<file path="config.mk">
export PLATFORM = sky130hd
export DESIGN_NAME = button_event_ctrl
export DESIGN_NICKNAME = d
export VERILOG_FILES = /design/src/rtl/button_event_ctrl.sv
export SDC_FILE = /design/constraint.sdc
export NUM_CORES = 1
export LEC_CHECK = 0
export ABC_CLOCK_PERIOD_IN_PS = 2200
export CORE_MARGIN = 2
export CORE_UTILIZATION = 54
export CTS_CLUSTER_DIAMETER = 60
export DETAILED_ROUTE_END_ITERATION = 8
export PLACE_DENSITY = 0.76
export REMOVE_ABC_BUFFERS = 1
export SLEW_MARGIN = 20
export SYNTH_ARGS = -nofsm -noshare
export SYNTH_HDL_FRONTEND = slang
export SYNTH_SLANG_ARGS = --single-unit
</file>
<file path="constraint.sdc">
create_clock -name clk -period 2.2 [get_ports clk]
set_input_delay 0.22 -clock clk [delete_from_list [all_inputs] [get_ports clk]]
set_output_delay 0.22 -clock clk [all_outputs]
set_load 0.01 [all_outputs]
</file>
<file path="src/rtl/button_event_ctrl.sv">
// N-channel button front end: synchroniser, debouncer, press/release pulses,
// long-press detection and per-channel press counters.
module button_event_ctrl #(
   parameter int unsigned N_CH        = 2,
   parameter int unsigned SYNC_STAGES = 2,
   parameter int unsigned DEB_CYCLES  = 1000000,
   parameter int unsigned LONG_CYCLES = 100000000,
   parameter int unsigned ACTIVE_LOW  = 1,
   parameter int unsigned CNT_W       = 8
) (
   input  logic                  clk,
   input  logic                  rst_n,
   input  logic [N_CH-1:0]       btn_in,
   input  logic [N_CH-1:0]       clr_count,
   output logic [N_CH-1:0]       level,
   output logic [N_CH-1:0]       press_pulse,
   output logic [N_CH-1:0]       release_pulse,
   output logic [N_CH-1:0]       long_pulse,
   output logic [N_CH*CNT_W-1:0] press_count
);

   localparam int unsigned DW = (DEB_CYCLES > 1) ? $clog2(DEB_CYCLES) : 1;
   localparam int unsigned HW = $clog2(LONG_CYCLES);
   localparam logic [DW-1:0] DEB_LAST  = DW'(DEB_CYCLES - 1);
   localparam logic [HW-1:0] LONG_LAST = HW'(LONG_CYCLES - 1);
   localparam logic          IDLE_PIN  = (ACTIVE_LOW != 0);

   typedef enum logic [1:0] {StIdle, StHeld, StLong} hold_state_e;

   for (genvar i = 0; i < N_CH; i++) begin : g_ch
      logic [SYNC_STAGES-1:0] sync_q;
      logic                   p;
      logic [DW-1:0]          deb_q, deb_d;
      logic                   level_q, level_d;
      logic                   press_ev, release_ev;
      logic                   press_q, release_q, long_q, long_d;
      hold_state_e            state_q, state_d;
      logic [HW-1:0]          hold_q, hold_d;
      logic [CNT_W-1:0]       cnt_q, cnt_d;

      assign p = sync_q[SYNC_STAGES-1] ^ IDLE_PIN;

      always_comb begin
         deb_d      = deb_q;
         level_d    = level_q;
         press_ev   = 1'b0;
         release_ev = 1'b0;
         if (p == level_q) begin
            deb_d = '0;
         end else if (deb_q == DEB_LAST) begin
            deb_d      = '0;
            level_d    = p;
            press_ev   = p;
            release_ev = ~p;
         end else begin
            deb_d = deb_q + 1'b1;
         end
      end

      // A release on the threshold edge takes priority, suppressing long_pulse.
      always_comb begin
         state_d = state_q;
         hold_d  = hold_q;
         long_d  = 1'b0;
         unique case (state_q)
            StIdle: begin
               if (press_ev) begin
                  state_d = StHeld;
                  hold_d  = '0;
               end
            end
            StHeld: begin
               if (release_ev) begin
                  state_d = StIdle;
               end else if (hold_q == LONG_LAST) begin
                  state_d = StLong;
                  long_d  = 1'b1;
               end else begin
                  hold_d = hold_q + 1'b1;
               end
            end
            StLong: begin
               if (release_ev) state_d = StIdle;
            end
            default: state_d = StIdle;
         endcase
      end

      // Clear coinciding with a press still counts that press.
      always_comb begin
         cnt_d = cnt_q;
         if (clr_count[i]) begin
            cnt_d = press_q ? CNT_W'(1) : '0;
         end else if (press_q) begin
            cnt_d = cnt_q + 1'b1;
         end
      end

      always_ff @(posedge clk) begin
         if (!rst_n) begin
            sync_q    <= {SYNC_STAGES{IDLE_PIN}};
            deb_q     <= '0;
            level_q   <= 1'b0;
            press_q   <= 1'b0;
            release_q <= 1'b0;
            long_q    <= 1'b0;
            state_q   <= StIdle;
            hold_q    <= '0;
            cnt_q     <= '0;
         end else begin
            sync_q    <= {sync_q[SYNC_STAGES-2:0], btn_in[i]};
            deb_q     <= deb_d;
            level_q   <= level_d;
            press_q   <= press_ev;
            release_q <= release_ev;
            long_q    <= long_d;
            state_q   <= state_d;
            hold_q    <= hold_d;
            cnt_q     <= cnt_d;
         end
      end

      assign level[i]                       = level_q;
      assign press_pulse[i]                 = press_q;
      assign release_pulse[i]               = release_q;
      assign long_pulse[i]                  = long_q;
      assign press_count[i*CNT_W +: CNT_W]  = cnt_q;
   end

endmodule
</file>
==> flow_summary.toml, run 1 <==
[run_status]
outcome = "complete, but fails checks"
violations = "setup timing"

[pwr]
switchingPower_w = 0.00109
power_leakage_nw = 2.71
combPwrFrac = 0.018
p_sw_frac = 0.198
clockPowerShare = 0.565
internal-power_w = 0.00440
seq_power_share = 0.417
ir_drop_uv = 640
powerDensity_mw_per_mm2 = 704

[grt]
track_usage = 0.261
grt_antenna_before_repair = 0
grt_pass1_vias = 5386
grt-ovfl-total = 0
grt_pass1_wl_microns = 24600
grt_start_max_net_pins = 21

[worst_setup_path]
path_class = "reg -> reg"
crit_arrival_ns = 2.76
critPathLaunch = "g_ch[0].hold_q[10]$_SDFFE_PN0P_"
worstSetupEndpointType = "register"
cp_cell_sequence = "nor4_4 > nand4_1 > or4_4 > a211oi_4 > buf_6 > clkbuf_16 > o21ai_2 > o21ai_1"
critPathSlowestCell = "or4_4"
cpPeakStageDelay_ns = 0.64
worstPathMaxFanout = 6
path_buf_inv = 2
r2r_start = "g_ch[0].hold_q[10]$_SDFFE_PN0P_"
required_ns = 2.65
crit_family = "simple AND/OR/NAND/NOR gates"
worst_setup_path_start_kind = "register"

[placement]
place_hpwl_microns = 10200
pre_cts_ws_ns = -0.0000948
io_buffer_count = 29
dp.cells = 926
gp_congestion = 0.990

[clock_network]
clk_pin_slew_ns = 0.06
h-tree-depth = 4
clock_latency_ns = 0.53
clock-sinks = 126
root_buffer = "clkbuf_8"
cts.path.max_buffers = 2
cts_buffers = 17
hold_buffers = 0
cts_tree = "done"

[layout]
multi_input_area_sq_mm = 0.00349
layoutNonFillerInstCount = 969
diodes = 0
layout-drive-gt1-share = 0.195
syn2layout_area_growth_pct = 30.2
final_core_util = 0.719
seqCellArea_sq_mm = 0.00254
fin_nets = 828
filler_cell_count = 774

[min_path]
worstHoldStart = "btn_in[0]"
worstHoldPathType = "in -> reg"

[drt]
antenna_left = 0
routedWlPerCell_microns = 16.6
drt_wl_total_microns = 16100
vias = 5909
dr.pass1.iters = 6
drt-initial-drc-count = 680
viasPerCell = 6.10
drc_errors = 0

[yosys]
yosysSeqAreaShare = 0.421
synth_top_cell_area_share = 0.421
ys_seq_elements = 126
synth-main-ff-cell = "dfxtp_1"
ys_warn_count = 0
syn-cell-area_sq_mm = 0.00599
synth_top_cell_by_area = "dfxtp_1"
synth.distinct_cells = 52
synth_area_leaders = "dfxtp_1 (42%), nor2_1 (6.1%), o21ai_0 (5.1%), nand2_1 (4.1%), nand3_1 (4.0%)"
synth-edff-count = 0
synth_most_common_cell = "dfxtp_1"
synth_common_cells = "dfxtp_1 (126), nor2_1 (98), nand2_1 (65)"
synthCells = 732
syn_area_per_cell_sq_um = 8.18
synthArstFlopShare = 0

[floorplan]
start_util = 0.552
chipHeight_microns = 109
die-area_sq_mm = 0.0119
die_w_microns = 109
io_pins = 30
core_area_sq_mm = 0.0108
row_count = 38

[timing]
fin_crit_sh = 1.05
setup_viol = 17
slew_headroom = 0.612
hold_viol = 0
skew_ns = 0.00895
layout_min_cycle_time_ns = 2.32
tightest_slew_ns = 0.581
rsz0062_at_grt = "yes"
setup_ws_ns = -0.116
fmax_mhz = 432
slew_violations = 0

[run]
cap_violations = 0
==> registers in the layout, summed over array words and instances (netlist names) <==
name,count
g_ch.hold_q,54
g_ch.deb_q,40
g_ch.cnt_q,16
g_ch.state_q,4
g_ch.sync_q,4
g_ch.level_q,2
g_ch.long_q,2
g_ch.press_q,2
g_ch.release_q,2
==> layer usage <==
metal / part of all wire / global-route usage / wire length, microns
met4: 0.022 / 0.0940 / 353
met1: 0.42 / 0.332 / 6820
met2: 0.48 / 0.427 / 7780
met5: 0 / 0 / 0
met3: 0.069 / 0.0688 / 1100
==> worst register-to-register path, stage by stage, from the launching register on <==
cell and delay, ns:
dfxtp_4 0.36, nor4_4 0.28, nand4_1 0.14, or4_4 0.64
a211oi_4 0.32, buf_6 0.17, clkbuf_16 0.16, o21ai_2 0.06
o21ai_1 0.12
==> cells by family (layout without fill, tap and decap cells) <==
group | count (synthesis) | in the layout | share of synthesized area
flops | 126 | 126 | 0.421
simple gates | 364 | 364 | 0.312
buf+inv | 47 | 143 | 0.0393
mux | 5 | 5 | 0.00878
compound gates | 138 | 139 | 0.139
fa+ha+maj | 6 | 6 | 0.0125
xor+xnor | 46 | 46 | 0.0673
==> what timing repair did <==
action	4_1_cts	5_1_grt
setup buffers	0	7
pin swaps	0	23
endpoints found under the setup margin	4	68
cloned	0	4
resized for setup	2	92
==> path summary, 6_finish.rpt <==
kind	end	slack [ns]	depth (start not counted)
setup / recovery	g_ch[0].hold_q[16]$_SDFFE_PN0P_	-0.12	8
hold reg to reg	g_ch[1].sync_q[1]$_SDFF_PN1_	0.41	1
hold / removal	g_ch[0].sync_q[0]$_SDFF_PN1_	0.30	2
setup reg to reg	g_ch[0].hold_q[16]$_SDFFE_PN0P_	-0.12	8
==> placed cells by master, fill, tap and decap left out, drive strengths merged, types with 26 or more instances in the layout <==
cell / synthesis / final
clkdlybuf4s50: 0 / 29
nand4: 28 / 28
a21oi: 34 / 34
nand2: 65 / 65
xor2: 26 / 26
nand3: 48 / 48
buf: 19 / 70
dfxtp: 126 / 126
nor2: 98 / 98
o21ai: 67 / 67
==> power by group through the flow <==
| stage | sequential (W) | combinational [W] | clock (W) |
|---|---|---|---|
| after floorplan | 0.00234 | 0.0000298 | 0 |
| after global placement | 0.00234 | 0.0000693 | 0 |
| after detailed placement | 0.00234 | 0.0000709 | 0 |
| after CTS | 0.00229 | 0.0000715 | 0.00313 |
| after global routing | 0.00229 | 0.000104 | 0.00324 |
| final | 0.00229 | 0.0000986 | 0.00310 |
==> metrics by stage <==
step                area (sq um)  hold WS, ns  total power (W)    TNS [ns]
finish                      7790        0.298          0.00549      -0.642
global route                7790        0.286          0.00563       -1.77
detailed placement          6730        0.399          0.00241  -0.0000948
global placement            6730        0.388          0.00241           0
CTS                         7400        0.286          0.00549    -0.00176
floorplan                   5790        0.293          0.00237           0
==> cell type report <==
cell class              count  share of cell area
multi-input cells         560               0.448
flip-flops and latches    126               0.326
repair buffers            101               0.115
clock buffers              22              0.0607
clock inverters            10              0.0233
well taps                 140              0.0225
inverters                  10             0.00482
Power figures use the tool's default switching activity.
==> run 2: changes to the inputs <==
GPL_TIMING_DRIVEN = 1   (was not set)
==> results of run 2 <==
Final layout, timing and power as in run 1 (identical DEF).
